===== config.mk =====
export PLATFORM = sky130hd
export DESIGN_NAME = mem_access_ctrl
export DESIGN_NICKNAME = d
export VERILOG_FILES = /design/src/rtl/mem_access_ctrl_pkg.sv /design/src/rtl/mem_access_ctrl.sv
export SDC_FILE = /design/constraint.sdc
export NUM_CORES = 1
export LEC_CHECK = 0
export CAP_MARGIN = 20
export CORE_MARGIN = 1
export CORE_UTILIZATION = 35
export CTS_CLUSTER_SIZE = 8
export DETAILED_ROUTE_END_ITERATION = 6
export GPL_TIMING_DRIVEN = 0
export SETUP_SLACK_MARGIN = 0.5
export SLEW_MARGIN = 15
export SYNTH_ARGS = -nofsm -noshare
export SYNTH_HDL_FRONTEND = slang
export SYNTH_SLANG_ARGS = --single-unit

===== constraint.sdc =====
create_clock -name clk -period 2.9 [get_ports clk]
set_input_delay 0.58 -clock clk [delete_from_list [all_inputs] [get_ports clk]]
set_output_delay 0.58 -clock clk [all_outputs]
set_load 0.1 [all_outputs]

===== src/rtl/mem_access_ctrl_pkg.sv =====
// Shared TestRam widths, controller state encoding and state-class helpers
// for the CPU-to-TestRam byte/halfword access controller.
package mem_access_ctrl_pkg;

    localparam int TRAM_ADDR_WIDTH = 16;
    localparam int TRAM_DATA_WIDTH = 8;
    localparam int DEFAULT_TIMEOUT = 15;

    typedef enum logic [2:0] {
        IDLE   = 3'd0,
        LO_ACC = 3'd1,
        GAP    = 3'd2,
        HI_ACC = 3'd3,
        DONE   = 3'd4,
        ERR    = 3'd5
    } state_t;

    function automatic logic is_ram_phase(input state_t s);
        return (s == LO_ACC) || (s == HI_ACC);
    endfunction

    function automatic logic is_busy(input state_t s);
        return (s == LO_ACC) || (s == GAP) || (s == HI_ACC);
    endfunction

    function automatic logic accepts_req(input state_t s);
        return (s == IDLE) || (s == DONE) || (s == ERR);
    endfunction

endpackage


===== src/rtl/mem_access_ctrl.sv =====
// Splits 8/16-bit CPU accesses into one or two TestRam byte transactions,
// with a per-byte data_ready timeout and fully registered outputs.
module mem_access_ctrl
    import mem_access_ctrl_pkg::*;
#(
    parameter int ADDR_WIDTH = TRAM_ADDR_WIDTH,
    parameter int DATA_WIDTH = TRAM_DATA_WIDTH,
    parameter int TIMEOUT    = DEFAULT_TIMEOUT
) (
    input  logic                    clk,
    input  logic                    rst_n,
    input  logic                    cpu_req,
    input  logic                    cpu_we,
    input  logic                    cpu_wide,
    input  logic [ADDR_WIDTH-1:0]   cpu_addr,
    input  logic [2*DATA_WIDTH-1:0] cpu_wdata,
    output logic [2*DATA_WIDTH-1:0] cpu_rdata,
    output logic                    cpu_done,
    output logic                    cpu_err,
    output logic                    busy,
    output logic                    ram_req_rdwr,
    output logic                    ram_we,
    output logic [ADDR_WIDTH-1:0]   ram_addr,
    output logic [DATA_WIDTH-1:0]   ram_data_in,
    input  logic [DATA_WIDTH-1:0]   ram_data_out,
    input  logic                    ram_data_ready
);

    localparam int               CNT_W    = $clog2(TIMEOUT + 1);
    localparam logic [CNT_W-1:0] CNT_LAST = CNT_W'(TIMEOUT - 1);

    state_t state, next_state;

    logic                    we_q, we_d;
    logic                    wide_q, wide_d;
    logic [ADDR_WIDTH-1:0]   addr_q, addr_d;
    logic [2*DATA_WIDTH-1:0] wdata_q, wdata_d;
    logic [2*DATA_WIDTH-1:0] rdata_q, rdata_d;
    logic [CNT_W-1:0]        cnt_q, cnt_d;

    logic                    req_d, hi_d, ram_we_d, busy_d, done_d, err_d;
    logic [ADDR_WIDTH-1:0]   ram_addr_d;
    logic [DATA_WIDTH-1:0]   ram_din_d;
    logic [2*DATA_WIDTH-1:0] cpu_rdata_d;

    logic timed_out;
    assign timed_out = (cnt_q == CNT_LAST);

    always_ff @(posedge clk) begin
        if (!rst_n) state <= IDLE;
        else        state <= next_state;
    end

    always_comb begin
        next_state = state;
        case (state)
            IDLE, DONE, ERR: next_state = cpu_req ? LO_ACC : IDLE;
            LO_ACC: begin
                if (ram_data_ready)  next_state = wide_q ? GAP : DONE;
                else if (timed_out)  next_state = ERR;
            end
            GAP:    next_state = HI_ACC;
            HI_ACC: begin
                if (ram_data_ready)  next_state = DONE;
                else if (timed_out)  next_state = ERR;
            end
            default: next_state = IDLE;
        endcase
    end

    // Request latches, read capture and the per-byte wait counter.
    always_comb begin
        we_d    = we_q;
        wide_d  = wide_q;
        addr_d  = addr_q;
        wdata_d = wdata_q;
        rdata_d = rdata_q;
        cnt_d   = cnt_q;
        if (accepts_req(state) && cpu_req) begin
            we_d    = cpu_we;
            wide_d  = cpu_wide;
            addr_d  = cpu_addr;
            wdata_d = cpu_wdata;
            rdata_d = '0;
        end else if (is_ram_phase(state)) begin
            if (ram_data_ready) begin
                if (!we_q) begin
                    if (state == HI_ACC) rdata_d[2*DATA_WIDTH-1:DATA_WIDTH] = ram_data_out;
                    else                 rdata_d[DATA_WIDTH-1:0]            = ram_data_out;
                end
            end else begin
                cnt_d = cnt_q + CNT_W'(1);
            end
        end
        if (next_state != state) cnt_d = '0;
    end

    // Outputs are computed from the upcoming state so every port is a flop
    // that is stable for the whole cycle of the state it belongs to.
    always_comb begin
        req_d       = is_ram_phase(next_state);
        hi_d        = (next_state == HI_ACC);
        ram_addr_d  = '0;
        ram_din_d   = '0;
        if (req_d) begin
            ram_addr_d = hi_d ? addr_d + ADDR_WIDTH'(1) : addr_d;
            if (we_d) ram_din_d = hi_d ? wdata_d[2*DATA_WIDTH-1:DATA_WIDTH] : wdata_d[DATA_WIDTH-1:0];
        end
        ram_we_d    = req_d & we_d;
        busy_d      = is_busy(next_state);
        done_d      = (next_state == DONE);
        err_d       = (next_state == ERR);
        cpu_rdata_d = done_d ? rdata_d : '0;
    end

    always_ff @(posedge clk) begin
        if (!rst_n) begin
            we_q         <= 1'b0;
            wide_q       <= 1'b0;
            addr_q       <= '0;
            wdata_q      <= '0;
            rdata_q      <= '0;
            cnt_q        <= '0;
            ram_req_rdwr <= 1'b0;
            ram_we       <= 1'b0;
            ram_addr     <= '0;
            ram_data_in  <= '0;
            busy         <= 1'b0;
            cpu_done     <= 1'b0;
            cpu_err      <= 1'b0;
            cpu_rdata    <= '0;
        end else begin
            we_q         <= we_d;
            wide_q       <= wide_d;
            addr_q       <= addr_d;
            wdata_q      <= wdata_d;
            rdata_q      <= rdata_d;
            cnt_q        <= cnt_d;
            ram_req_rdwr <= req_d;
            ram_we       <= ram_we_d;
            ram_addr     <= ram_addr_d;
            ram_data_in  <= ram_din_d;
            busy         <= busy_d;
            cpu_done     <= done_d;
            cpu_err      <= err_d;
            cpu_rdata    <= cpu_rdata_d;
        end
    end

endmodule


==> results.ini, run 1 <==
[clock_tree]
path_clk_slew_ns=0.07
clock_path_buffers=2
numCtsBuffers=9
htreeDepth=3
cts_tree=built
cts-root-buf=clkbuf_16
cts_sinks=102
clock_latency_ns=0.34

[global_route]
grt_max_degree=19
grt.total_usage_pct=17.6
grt.overflow.total=0
grt_antenna_before_repair=0
grt_pass1_wl_mm=16.2
grt_pass1_vias=3307

[floorplan]
die_w_um=110
fp.dieArea_mm2=0.0122
num_io_pins=91
start_util_pct=36.0
rows=39
dieHeight_um=110
core_mm2=0.0114

[drt]
vias_per_cell=4.89
antenna_left=0
vias=3364
drc=0
wl_per_cell_um=14.8
drt_iter0_markers=115
wirelength_mm=10.2
firstDrtPassIters=4

[sta]
clock_skew_ns=0.00496
period_needed_ns=2.37
hold_violations=0
fmax_ghz=0.421
slew_headroom_pct=33.5
rsz0062_at_grt=true
tightest_slew_ns=0.996
slew_violations=0
setup_viol=0
whs_ns=0.468
period_share_pct=81.9

[status]
status=completed

[layout]
drive_above_1_share_pct=16.0
final_core_utilization_pct=50.7
area_growth_pct=40.8
nets=589
diodes=0
design_area_mm2=0.00578

[pwr]
p_int_w=0.00229
p_leak_nw=2.65
powerDensity_mw_per_mm2=554
clockPowerShare_pct=36.5
netSwitchingPower_w=0.000912
power_frac_seq_pct=46.3
ir_drop_uv=319
netSwitchingFraction_pct=28.5
pwr-share-comb_pct=17.2

[worst_setup_path]
start_kind=register
cp_slowest_cell=or4_4
crit_buf_inv=5
max_stage_delay_ns=0.42
critPathTopFamily=simple AND/OR/NAND/NOR gates
required_ns=3.17
cp_max_fo=6
critPathArrivalTime_ns=2.65
crit_type=reg2reg
path_cells=buf_6 -> and2b_1 -> buf_6 -> nor2_4 -> buf_8 -> buf_8 -> mux2i_4 -> inv_2 -> ha_4 -> nand4_1 -> a21o_4 -> or4_4 -> a21oi_2
end_kind=register

[worst_hold_path]
worstHoldPathType=reg2reg

[synth]
synth_seq_cells=102
synthFlopType=dfxtp_1
syn_area_per_cell_um2=9.71
yosysSeqAreaShare_pct=49.7
synth_edf_count=0
synth_area_mm2=0.00411
syn_inst=423
yosysWarnings=0
synthArstFlopShare_pct=0
synth_cell_type_count=58
synth_nets=472

[placement]
gp_congestion=0.791
dp_hpwl_mm=7.15
placed_area_mm2=0.00523
io_buffers=90

[run]
timing.max_cap.violations=0

-- through the flow --
step / setup slack (ns) / TNS, ns / std cells / total power, W
after floorplan: 0.531 / 0 / 423 / 0.00186
after global placement: -0.375 / -1.25 / 656 / 0.00202
after detailed placement: -0.335 / -1.26 / 656 / 0.00203
after CTS: 0.486 / 0 / 685 / 0.00322
after global routing: 0.409 / 0 / 688 / 0.00334
final: 0.526 / 0 / 688 / 0.00321
-- power by group through the flow --
stage	Combinational (W)	Clock, W	Sequential [W]
2_1_floorplan	0.000222	0	0.00164
3_3_place_gp	0.000510	0	0.00151
3_5_place_dp	0.000516	0	0.00152
4_1_cts	0.000541	0.00120	0.00148
5_1_grt	0.000588	0.00126	0.00149
6_report	0.000550	0.00117	0.00148
-- worst reg2reg max path, stage by stage (launching register included) --
cell and delay, ns:
dfxtp_2 0.33, buf_6 0.09, and2b_1 0.13, buf_6 0.11
nor2_4 0.04, buf_8 0.11, buf_8 0.12, mux2i_4 0.18
inv_2 0.08, ha_4 0.12, nand4_1 0.18, a21o_4 0.29
or4_4 0.42, a21oi_2 0.12
-- logic make-up (layout without fill, tap and decap cells) --
kind of cell,after synthesis,count (layout),share of synthesized area [%]
DFF,102,102,49.7
and+or+nand+nor,173,173,20.9
adders and majority gates,3,3,0.914
muxes,45,45,11.4
buffers and inverters,31,153,4.14
AOI/OAI and AO/OA,63,63,11.7
xor gates and xnor gates,6,6,1.28
-- area by class of cell --
cell class                 count  area, um2
sequential                   102       2050
multi-input combinational    290       1990
clock inverter                 6       55.1
fill                        1081       5630
inverter                       9       33.8
timing repair buffer         106       1070
buffer                        22        174
tap                          143        179
clock buffer                  10        239
-- what timing repair did --
| item | CTS | global route |
|---|---|---|
| buffers inserted | 13 | 3 |
| pin swaps | 2 | 3 |
| setup endpoints to repair | 11 | 32 |
| hold buffers | 0 | 0 |
| resized for setup | 15 | 42 |
-- state kept, by name, summed over array words and instances (netlist names) --
name and count:
addr_q 16, busy 1, cnt_q 4, cpu_done 1, cpu_err 1, cpu_rdata 16
ram_addr 16, ram_data_in 8, ram_req_rdwr 1, ram_we 1, rdata_q 16, state 3
wdata_q 16, we_q 1, wide_q 1
-- cells in the final DEF (no fill, tap or decap), types with 13 or more instances in the layout --
cell,n
buf_4,16
dlymetal6s2s_1,24
dfxtp_1,99
a21oi_1,14
a21boi_0,17
nor2b_1,14
nor2_1,45
mux2i_1,30
nand2_1,48
nor3_1,13
clkdlybuf4s50_1,61
-- per-layer routing --
metal | global-route usage, % | wire length [um] | vias to the layer above
met3 | 3.94 | 518 | 14
li1 | - | - | 1697
met5 | 0 | 0 | -
met2 | 28.7 | 4800 | 75
met1 | 22.3 | 4680 | 1578
met4 | 7.80 | 193 | 0
-- synth_stat cells, drive strengths merged, types with 2 or more instances --
library cell  number  area, um2
xnor2              3       26.3
nand2b             4       25.0
and2b              2       15.0
o211ai             2       15.0
dfxtp            102       2040
ha                 3       37.5
o31ai              2       15.0
o21ai              3       22.5
or2                2       12.5
a211oi             3       22.5
nor3b              4       30.0
mux2              13        150
clkbuf             9       33.8
nand3              5       25.0
buf               13        103
and2               6       37.5
a21boi            17        128
nor3              18        106
mux2i             32        320
o2111ai            2       17.5
xor2               3       26.3
o21a               5       37.5
nor2              46        175
a31oi              4       25.0
inv                9       33.8
or4                2       15.0
a21oi             15       75.1
nor2b             15       96.3
and3               4       25.0
nand2             49        186
nand4             11       68.8
-- final timing paths --
kind,from,endpoint,slack (ns),cells after the start
setup / recovery,state[0],ram_addr[12],0.53,13
hold / removal,wdata_q[4],wdata_q[4],0.47,2
setup reg to reg,state[0],ram_addr[12],0.53,13
hold reg to reg,wdata_q[4],wdata_q[4],0.47,2
Note: power is estimated with default switching activity, not from simulation.
==> run 2: changes to the inputs <==
clock period = 2.4 ns   (was 2.9 ns; I/O delays follow)
==> run 2 against run 1 <==
  * Sequential power increased by 22%
  * Clock power is 23% higher
  * Largest cell class is now multi-input gates
  * Flip-flop and latch count unchanged
  * Non-clock buffer count is 12 higher
  * Via count grew 4.1%
  * Sequential share of layout area fell by 2.3 points
  * Clock-buffer cell count fell by 1
  * Worst setup slack worse by 0.47 ns
  * Cell count is 1.6% higher
  * Global-route usage grew 0.83 points
==> results.ini, run 2 (synthesized netlist as in run 1, its figures left out) <==
[worst_setup_path]
cp_slowest_cell=or4_1  ; was or4_4
worstReg2RegEnd=ram_addr[12]  ; unchanged
required_ns=2.69  ; was 3.17 ns
critPathArrivalTime_ns=2.64  ; was 2.65 ns
rr_worst_depth=13  ; unchanged
path_cells=buf_6 -> and2b_1 -> buf_6 -> nor2_4 -> buf_12 -> buf_12 -> mux2i_4 -> inv_2 -> ha_4 -> nand4_1 -> a21o_4 -> or4_1 -> a21oi_2  ; was buf_6 -> and2b_1 -> buf_6 -> nor2_4 -> buf_8 -> buf_8 -> mux2i_4 -> inv_2 -> ha_4 -> nand4_1 -> a21o_4 -> or4_4 -> a21oi_2
end_kind=register  ; unchanged
critPathTopFamily=simple AND/OR/NAND/NOR gates  ; unchanged
reg2reg_from=state[0]  ; unchanged
critPathCapture=ram_addr[12]  ; unchanged
start_kind=register  ; unchanged
path_depth=13  ; unchanged
cp-startpoint=state[0]  ; unchanged
crit_buf_inv=5  ; unchanged
max_stage_delay_ns=0.42  ; about the same
cp_max_fo=4  ; was 6
crit_type=reg2reg  ; unchanged
rrSetupSlack_ns=0.05  ; was 0.53 ns

[clock_tree]
htreeDepth=3  ; unchanged
cts-root-buf=clkbuf_16  ; unchanged
path_clk_slew_ns=0.07  ; about the same
cts_sinks=102  ; unchanged
clock_latency_ns=0.35  ; was 0.34 ns
clock_path_buffers=2  ; unchanged
numCtsBuffers=9  ; unchanged
cts_tree=built  ; unchanged

[pwr]
clockPowerShare_pct=36.1  ; was 36.5%
netSwitchingPower_w=0.00112  ; was 0.000912 W
powerDensity_mw_per_mm2=646  ; was 554 mW/mm2
p_leak_nw=2.32  ; was 2.65 nW
p_int_w=0.00288  ; was 0.00229 W
power.total_w=0.00400  ; was 0.00321 W
netSwitchingFraction_pct=27.9  ; was 28.5%
power_frac_seq_pct=45.0  ; was 46.3%
pwr-share-comb_pct=18.9  ; was 17.2%
ir_drop_uv=449  ; was 319 uV

[placement]
placed_area_mm2=0.00522  ; was 0.00523 mm2
gp_congestion=0.806  ; was 0.791
pre_cts_ws_ns=-0.841  ; was -0.335 ns
io_buffers=90  ; unchanged
dp_hpwl_mm=7.24  ; was 7.15 mm

[global_route]
grt_antenna_before_repair=0  ; unchanged
grt_pass1_wl_mm=16.9  ; was 16.2 mm
grt.total_usage_pct=18.4  ; was 17.6%
grt.overflow.total=0  ; unchanged
grt_max_degree=17  ; was 19
grt_pass1_vias=3492  ; was 3,307

[status]
status=completed  ; unchanged

[sta]
clock_skew_ns=0.0105  ; was 0.00496 ns
period_needed_ns=2.35  ; was 2.37 ns
whs_ns=0.465  ; was 0.468 ns
setup_viol=0  ; unchanged
fmax_ghz=0.426  ; was 0.421 GHz
hold_violations=0  ; unchanged
tightest_slew_ns=0.563  ; was 0.996 ns
slew_headroom_pct=62.4  ; was 33.5%
slew_violations=0  ; unchanged
period_share_pct=97.8  ; was 81.9%
rsz0062_at_grt=true  ; unchanged
fin_ws_ns=0.0537  ; was 0.526 ns
tns_ns=0  ; unchanged

[floorplan]
num_io_pins=91  ; unchanged
core_mm2=0.0114  ; unchanged
dieHeight_um=110  ; unchanged
rows=39  ; unchanged
die_w_um=110  ; unchanged
start_util_pct=36.0  ; unchanged
fp.dieArea_mm2=0.0122  ; unchanged

[layout]
design_area_mm2=0.00619  ; was 0.00578 mm2
nets=601  ; was 589
area_growth_pct=50.6  ; was 40.8%
diodes=0  ; unchanged
mostFrequentLayoutCells=dfxtp_1 (99), nand2_1 (47), clkdlybuf4s15_2 (46)  ; was dfxtp_1 (99), clkdlybuf4s50_1 (61), nand2_1 (48)
drive_above_1_share_pct=32.4  ; was 16.0%
layout_commonest_cell=dfxtp_1  ; unchanged
fillers=1044  ; was 1,081

[drt]
firstDrtPassIters=4  ; unchanged
vias=3501  ; was 3,364
drt_iter0_markers=85  ; was 115
wirelength_mm=10.9  ; was 10.2 mm
drc=0  ; unchanged
vias_per_cell=5.01  ; was 4.89
wl_per_cell_um=15.7  ; was 14.8 um
antenna_left=0  ; unchanged

[worst_hold_path]
worstHoldPathType=reg2reg  ; unchanged

[run]
timing.max_cap.violations=0  ; unchanged

==> run 2: changes by cell type in the layout (fill, tap and decap cells not counted), sizes merged, moves of 2 or more <==
cell,delta
dlygate4sd2,-2
clkinv,+2
clkbuf,-3
clkdlybuf4s50,-19
buf,+13
dlymetal6s2s,-24
clkinvlp,-2
clkdlybuf4s15,+46
==> run 2: cell type report <==
cell class | count | area (um2) | share of cell area [%]
sequential | 102 | 2050 | 33.1
inverter | 9 | 33.8 | 0.546
tap | 143 | 179 | 2.89
clock buffer | 9 | 225 | 3.64
timing repair buffer | 118 | 1230 | 19.8
multi-input combinational | 290 | 2200 | 35.5
clock inverter | 6 | 62.6 | 1.01
buffer | 22 | 218 | 3.52
==> run 2: worst reg2reg max path, delay by kind of cell, from the launching register on <==
kind	cells	cell delay (ns)
AND/OR/NAND/NOR	4	0.88
buffers and inverters	5	0.52
AO/OA/AOI/OAI	2	0.40
flip-flops	1	0.32
adder cells (fa/ha/maj)	1	0.12
multiplexers	1	0.06
==> run 2: metrics by stage <==
stage	util [%]	std cells
final	54.2	699
after global routing	54.2	699
after CTS	52.3	694
after detailed placement	45.7	656
after global placement	45.7	656
after floorplan	-	423
==> run 2: worst min-delay path by stage <==
| stage | depth (start not counted) | endpoint | startpoint |
|---|---|---|---|
| global placement | 2 | wdata_q[0] | wdata_q[0] |
| finish | 2 | wdata_q[3] | wdata_q[3] |
| CTS | 2 | wdata_q[3] | wdata_q[3] |
| global route | 2 | wdata_q[8] | wdata_q[8] |
| detailed placement | 2 | wdata_q[3] | wdata_q[3] |
| floorplan | 2 | wdata_q[5] | wdata_q[5] |
==> run 2: timing repair <==
item | 4_1_cts | 5_1_grt
hold buffers | 0 | 0
pin swaps | 14 | 15
cloned | 1 | 0
setup buffers | 22 | 5
endpoints found under the setup margin | 117 | 48
resized for setup | 195 | 45
==> run 2: power by group through the flow <==
stage / Clock [W] / Sequential, W / Combinational, W
2_1_floorplan: 0 / 0.00198 / 0.000265
3_3_place_gp: 0 / 0.00183 / 0.000614
3_5_place_dp: 0 / 0.00183 / 0.000620
4_1_cts: 0.00148 / 0.00180 / 0.000701
5_1_grt: 0.00155 / 0.00181 / 0.000801
6_report: 0.00144 / 0.00180 / 0.000757
==> run 2: metal layers <==
layer / global-route usage [%] / vias to the layer above / share of wire, %
li1: - / 1718 / -
met1: 22.7 / 1684 / 45
met2: 30.8 / 88 / 48
met3: 4.82 / 11 / 5.8
met4: 6.86 / 0 / 1.3
met5: 0 / - / 0
